### config.mk
export PLATFORM = sky130hd
export DESIGN_NAME = motion_uart_tx
export DESIGN_NICKNAME = d
export VERILOG_FILES = /design/src/rtl/motion_uart_tx.sv
export SDC_FILE = /design/constraint.sdc
export NUM_CORES = 1
export LEC_CHECK = 0
export ABC_AREA = 1
export CAP_MARGIN = 0
export CORE_MARGIN = 2
export CORE_UTILIZATION = 40
export CTS_CLUSTER_SIZE = 12
export DETAILED_ROUTE_END_ITERATION = 6
export SYNTH_ARGS = -nofsm -noshare
export SYNTH_HDL_FRONTEND = slang
export SYNTH_SLANG_ARGS = --single-unit
### constraint.sdc
create_clock -name clk -period 2.08 [get_ports clk]
set_clock_uncertainty 0.05 [all_clocks]
set_input_delay 0.416 -clock clk [delete_from_list [all_inputs] [get_ports clk]]
set_output_delay 0.416 -clock clk [all_outputs]
set_load 0.01 [all_outputs]
### src/rtl/motion_uart_tx.sv
// UART 8N1/8N2 transmitter for the motion detector result byte; one frame per tx_start rising edge.
// Optional even parity bit between D7 and STOP when MOTION_TX_PARITY_EN is defined.
module motion_uart_tx #(
  parameter int CLKS_PER_BIT = 2604,
  parameter int STOP_BITS    = 1
) (
  input  logic       clk,
  input  logic       rst,
  input  logic       tx_start,
  input  logic [7:0] tx_data,
  output logic       tx,
  output logic       tx_busy,
  output logic       tx_done
);

  localparam int CW = (CLKS_PER_BIT > 2) ? $clog2(CLKS_PER_BIT) : 1;

`ifdef MOTION_TX_PARITY_EN
  typedef enum logic [2:0] {S_IDLE, S_START, S_DATA, S_PARITY, S_STOP} state_e;
`else
  typedef enum logic [2:0] {S_IDLE, S_START, S_DATA, S_STOP} state_e;
`endif

  state_e          state_q, state_d;
  logic [CW-1:0]   baud_q, baud_d;
  logic [2:0]      bit_idx_q, bit_idx_d;
  logic            stop_idx_q, stop_idx_d;
  logic [7:0]      shreg_q, shreg_d;
  logic            start_q, start_d;
  logic            tx_q, tx_d;
  logic            busy_q, busy_d;
  logic            done_q, done_d;
  logic            edge_s;
  logic            baud_last_s;
  logic [2:0]      nxt_idx_s;

  assign edge_s      = tx_start & ~start_q;
  assign baud_last_s = (baud_q == CW'(CLKS_PER_BIT - 1));
  assign nxt_idx_s   = bit_idx_q + 3'd1;

  // Next-state and next-output logic; the byte is indexed, not shifted, so parity can use it whole.
  always_comb begin
    state_d    = state_q;
    baud_d     = baud_q;
    bit_idx_d  = bit_idx_q;
    stop_idx_d = stop_idx_q;
    shreg_d    = shreg_q;
    start_d    = tx_start;
    tx_d       = tx_q;
    busy_d     = busy_q;
    done_d     = 1'b0;
    case (state_q)
      S_IDLE: begin
        tx_d   = 1'b1;
        busy_d = 1'b0;
        baud_d = '0;
        if (edge_s) begin
          shreg_d    = tx_data;
          state_d    = S_START;
          busy_d     = 1'b1;
          tx_d       = 1'b0;
          bit_idx_d  = 3'd0;
          stop_idx_d = 1'b0;
        end else begin
          state_d = S_IDLE;
        end
      end
      S_START: begin
        if (baud_last_s) begin
          baud_d    = '0;
          state_d   = S_DATA;
          bit_idx_d = 3'd0;
          tx_d      = shreg_q[0];
        end else begin
          baud_d = baud_q + CW'(1);
        end
      end
      S_DATA: begin
        if (baud_last_s) begin
          baud_d = '0;
          if (bit_idx_q == 3'd7) begin
`ifdef MOTION_TX_PARITY_EN
            state_d = S_PARITY;
            tx_d    = ^shreg_q;
`else
            state_d    = S_STOP;
            stop_idx_d = 1'b0;
            tx_d       = 1'b1;
`endif
          end else begin
            bit_idx_d = nxt_idx_s;
            tx_d      = shreg_q[nxt_idx_s];
          end
        end else begin
          baud_d = baud_q + CW'(1);
        end
      end
`ifdef MOTION_TX_PARITY_EN
      S_PARITY: begin
        if (baud_last_s) begin
          baud_d     = '0;
          state_d    = S_STOP;
          stop_idx_d = 1'b0;
          tx_d       = 1'b1;
        end else begin
          baud_d = baud_q + CW'(1);
        end
      end
`endif
      S_STOP: begin
        tx_d = 1'b1;
        if (baud_last_s) begin
          baud_d = '0;
          if (stop_idx_q == 1'(STOP_BITS - 1)) begin
            state_d = S_IDLE;
            busy_d  = 1'b0;
            done_d  = 1'b1;
          end else begin
            stop_idx_d = stop_idx_q + 1'b1;
          end
        end else begin
          baud_d = baud_q + CW'(1);
        end
      end
      default: begin
        state_d = S_IDLE;
        tx_d    = 1'b1;
        busy_d  = 1'b0;
        baud_d  = '0;
      end
    endcase
  end

  // State and output registers; start_q resets high so a request already held at reset is ignored.
  always_ff @(posedge clk) begin
    if (rst) begin
      state_q    <= S_IDLE;
      baud_q     <= '0;
      bit_idx_q  <= 3'd0;
      stop_idx_q <= 1'b0;
      shreg_q    <= 8'h00;
      start_q    <= 1'b1;
      tx_q       <= 1'b1;
      busy_q     <= 1'b0;
      done_q     <= 1'b0;
    end else begin
      state_q    <= state_d;
      baud_q     <= baud_d;
      bit_idx_q  <= bit_idx_d;
      stop_idx_q <= stop_idx_d;
      shreg_q    <= shreg_d;
      start_q    <= start_d;
      tx_q       <= tx_d;
      busy_q     <= busy_d;
      done_q     <= done_d;
    end
  end

  assign tx      = tx_q;
  assign tx_busy = busy_q;
  assign tx_done = done_q;

endmodule

After elaboration in Yosys (flattened, before gate mapping)
Index checks and enable logic that the tools add are counted.
{ "word_totals": {"register_bits": 31, "in_bits": 11, "out_inout_bits": 3, "wordCells": 74} }
{ "classes": {"addsub": 3, "n_lt_le_gt_ge": 1, "n_eq_ne": 12, "muxes": 30, "n_bitwise": 6, "reduce_logical": 13} }
{ "ops": {"columns": ["cell", "n"], "rows": [
  ["3-bit two-way mux", 9],
  ["1-bit two-way mux", 15],
  ["5-bit AND reduction", 3],
  ["2-bit != test (second input constant)", 7],
  ["12-bit by 1-bit adder with 12-bit output (second input constant)", 1],
  ["12-bit equality test (second input constant)", 1],
  ["3-bit case mux with 4 select lines", 1],
  ["1-bit case mux with 3 select lines", 3],
  ["3-bit case mux with 3 select lines", 1],
  ["3-bit OR reduction", 3],
  ["3-bit by 2-bit equality test with 1-bit output (second input constant)", 2],
  ["3-bit nonzero test", 2],
  ["1-bit inverter", 5],
  ["3-bit by 4-bit < comparator with 1-bit output (second input constant)", 1],
  ["2-bit AND reduction", 2],
  ["3-bit by 1-bit adder with 3-bit output (second input constant)", 1],
  ["1-bit binary-select mux with 3-bit select", 1],
  ["3-bit by 1-bit equality test with 1-bit output (second input constant)", 1],
  ["3-bit equality test (second input constant)", 1],
  ["3-bit logical NOT", 1],
  ["3-bit AND reduction", 1],
  ["2-bit OR reduction", 1],
  ["1-bit adder (second input constant)", 1],
  ["1-bit bitwise AND", 1]
]} }

Depth between registers and ports, before layout
{ "logic_depth": {"word_depth": 6, "ltp_mapped": 9, "mapped_depth_nobuf": 9} }

Worst setup path before layout
OpenSTA, ideal clock, no wires.
{ "synth_path": {"kind": "reg-to-reg", "startpoint": "register state_q[0]", "endpoint": "register bit_idx_q[0]", "setup_ps": 114, "arrival_ps": 1362, "required_time_ps": 1916, "path_slack_ps": 554, "stages_incl_launch_ff": 8, "path_buffers": 0, "synth_period_minus_slack_ps": 1526, "path_cell_list": "dfxtp_1 inv_1 ha_1 or2_2 nand2_4 nand3_4 a21oi_1 nor2_1"} }
{ "synth_via": {"elab_chain_cells": 3, "elab_cells_between_ends": 10, "classes_between": "6 x eq/ne; 1 x mux; 3 x reduce/logical"} }
{ "synth_lines": {"columns": ["element", "line", "rtl"], "rows": [
  ["start, declared", "24", "state_e state_q, state_d;"],
  ["start signal, assigned", "147", "state_q <= state_d;"],
  ["3-bit by 2-bit equality test with 1-bit output (tied with other cells)", "52", "case (state_q)"],
  ["2-bit != test (no line) or 3-bit nonzero test (tied branches)", null, null],
  ["5-bit AND reduction (no line)", null, null],
  ["end signal, assigned", "149", "bit_idx_q <= bit_idx_d;"],
  ["end, declared", "26", "logic [2:0] bit_idx_q, bit_idx_d;"]
]} }
Several ways; a longest one is shown, not always the timed one.
A chain may end at the register's enable or synchronous reset.

Final worst setup path
{ "layout_path": {"startpoint": "register state_q[0]", "endpoint": "register bit_idx_q[2]"} }
The elaborated chain is that of the path after synthesis.

==> run summary <==
CTS clk-pin slew, worst paths -> 60 ps
Sequential share of the synthesized area -> 39.5%
Cell variety after synth -> 31
CTS tree -> built
Vias in the first global route -> 1157
Crit path time final -> 1680 ps
Arrival time worst endpoint -> 1800 ps
Internal power -> 1.31 mW
Worst-Margin Slew -> 489 ps
FF+latch count, synth -> 29
Max Fclk -> 0.596 GHz
Power share of the combinational group -> 33.7%
Final period util -> 80.7%
Post-route DRC -> 0
Synth warn -> 0
GRT Residual Overflow -> 0
P_leak -> 0.714 nW
Layout Area Growth over Synthesis -> 21.3%
Initial Util -> 40.7%
Cells after synthesis -> 203
Initial antenna violation count -> 0
I/O Buffers -> 13
Sw Pwr -> 659 uW
Synth top area share -> 39.5%
Cell count after placement -> 264
Post-placement worst setup slack -> 311 ps
Post-Route WL -> 2.64 mm
Element type at the critical path start -> flop
ANT nets after route -> 0
GRT Util Overall -> 15.4%
Final worst slack -> 401 ps
Hold path cells -> 1
Core area -> 3610 um2
Worst-path fanout max -> 7
Unrepaired setup endpoints after global routing -> false
First-pass DRT Iterations -> 4
Area post-placement -> 1670 um2
Synth top area cells -> dfxtp_1, nand2_1, ha_1
RD Place Congestion -> 0.712
Max Cap Violations -> 0
CTS Hold Bufs -> 0
Worst IR Drop VDD -> 777 uV
Latest clock arrival within the worst-skew pair -> 280 ps
Crit path capture type -> flop
Vias per cell -> 4.57
# Post-CTS Setup Buffers -> 0
Fin nets -> 242
Max Root-Sink Buffers -> 2
Setup CP Type -> reg2reg
Reg2Reg Depth -> 7
Rel. slew slack -> 67.3%
IO Count -> 14
Final Util -> 49.4%
Hold Crit Class -> reg2reg
Synth Cell Area -> 1470 um2
Crit path required time -> 2200 ps
Switch share -> 33.4%
Sequential share of power -> 35.8%
Net count after synthesis -> 222
Syn avg cell area -> 7.24 um2
Wire length of the first global-routing pass -> 4.92 mm
Clock Sink Count -> 29
Pin count of the biggest net entering global routing -> 13
Via count -> 1244
# diodes -> 0
Die X -> 64.6 um
Max Slew Vio Count -> 0
Final Instance Count excl. Fillers -> 272
Die area -> 4170 um2
Setup tns final -> 0 ps
Synth area leader -> dfxtp_1
Final instance area -> 1780 um2
CTS buffer count -> 5
Setup-failing EPs final -> 0
Dpl hpwl -> 2.00 mm
Endpoints failing hold -> 0
Pwr dens -> 1110 nW/um2
Root buf cell -> clkbuf_8
Cts repair resizes -> 0
Share of cells above drive strength 1 -> 12.9%
Power Total -> 1.97 mW
Clock power frac -> 30.5%
Worst hold slack -> 409 ps
1st-iter DRT viols -> 37
H-tree lvl count -> 2
Status -> finished, final reports clean
Row Count -> 22
Wire per inst -> 9.72 um
Die height -> 64.6 um
-- cell usage after synthesis --
cell      instances
a21oi_2           1
a21oi_1          17
nor2_2            1
nor3_2            2
nand3_1          11
o21ai_0           3
dfxtp_1          29
a31oi_1           1
inv_2             4
clkbuf_1          1
nand2_2           2
inv_1            20
nand2_4           1
buf_4             1
or2_0             1
or2_2             3
nor2_1           20
nand3_2           2
buf_2             1
xor2_1            1
nand3b_1          1
ha_1              8
nand4_1           1
nand2_1          59
nor3_1            5
nor2_4            1
nor4_1            1
a211oi_1          1
nand3_4           2
clkinv_1          1
xnor2_1           1
-- power groups by stage --
stage | clock network [mW] | logic (mW) | registers, mW
2_1_floorplan | 0 | 0.520 | 0.710
3_3_place_gp | 0 | 0.669 | 0.719
3_5_place_dp | 0 | 0.670 | 0.719
4_1_cts | 0.616 | 0.674 | 0.706
5_1_grt | 0.637 | 0.790 | 0.716
6_report | 0.601 | 0.664 | 0.705
-- per-layer routing --
metal	track usage, %	wire length, um
met2	25.5	1300
met4	7.98	57
met1	17.8	1190
met5	0	0
met3	4.69	93
-- cell usage in the layout, fill, tap and decap left out --
cell and count:
a21oi_2 1, a31oi_1 1, clkbuf_8 6, clkdlybuf4s50_1 13, a21oi_1 17, nand3_1 11, or2_0 1, nor2_2 1
nand2_4 1, nand4_1 1, nand3_4 2, nor2_1 20, dfxtp_1 29, a211oi_1 1, xor2_1 1, inv_2 4
nor3_1 5, inv_1 20, or2_2 3, nor3_2 2, nand3_2 2, nand2_1 59, clkinv_1 1, bufinv_16 1
ha_1 8, nand3b_1 1, xnor2_1 1, clkbuf_1 1, nor4_1 1, buf_4 3, o21ai_0 3, nor2_4 1
nand2_2 2
-- critical path, stage by stage (launching register included) --
cell	delay, ps
dfxtp_1	390
inv_1	110
ha_1	280
or2_2	350
nand2_4	100
nand3_4	90
a21oi_1	150
nor2_1	50
-- cell families after synthesis --
kind of cell    Yosys count  share of synthesized area (%)
simple gates            113                           36.6
flops                    29                           39.5
buf+inv                  28                           7.49
compound gates           23                           8.35
fa+ha+maj                 8                           6.81
xor+xnor                  2                           1.19
-- path summary, 6_finish.rpt --
kind	start	endpoint	slack, ps
max	state_q[0]$_SDFFE_PP0P_	bit_idx_q[2]$_SDFFE_PP0P_	400
min	baud_q[0]$_SDFF_PP0_	baud_q[0]$_SDFF_PP0_	410
max reg2reg	state_q[0]$_SDFFE_PP0P_	bit_idx_q[2]$_SDFFE_PP0P_	400
min reg2reg	baud_q[0]$_SDFF_PP0_	baud_q[0]$_SDFF_PP0_	410
-- flip-flops by register name, indices dropped and copies added, names as in the netlist --
signal / count
tx_busy: 1
state_q: 2
shreg_q: 8
start_q: 1
tx_done: 1
tx: 1
baud_q: 12
bit_idx_q: 3
-- cell type report --
class | instances | area (um2)
Multi-Input combinational cell | 146 | 778
Clock inverter | 1 | 30.0
Sequential cell | 29 | 581
Clock buffer | 7 | 86.3
Inverter | 25 | 93.8
Fill cell | 373 | 1820
Tap cell | 48 | 60.1
Timing Repair Buffer | 16 | 153
Power figures use the tool's default switching activity.
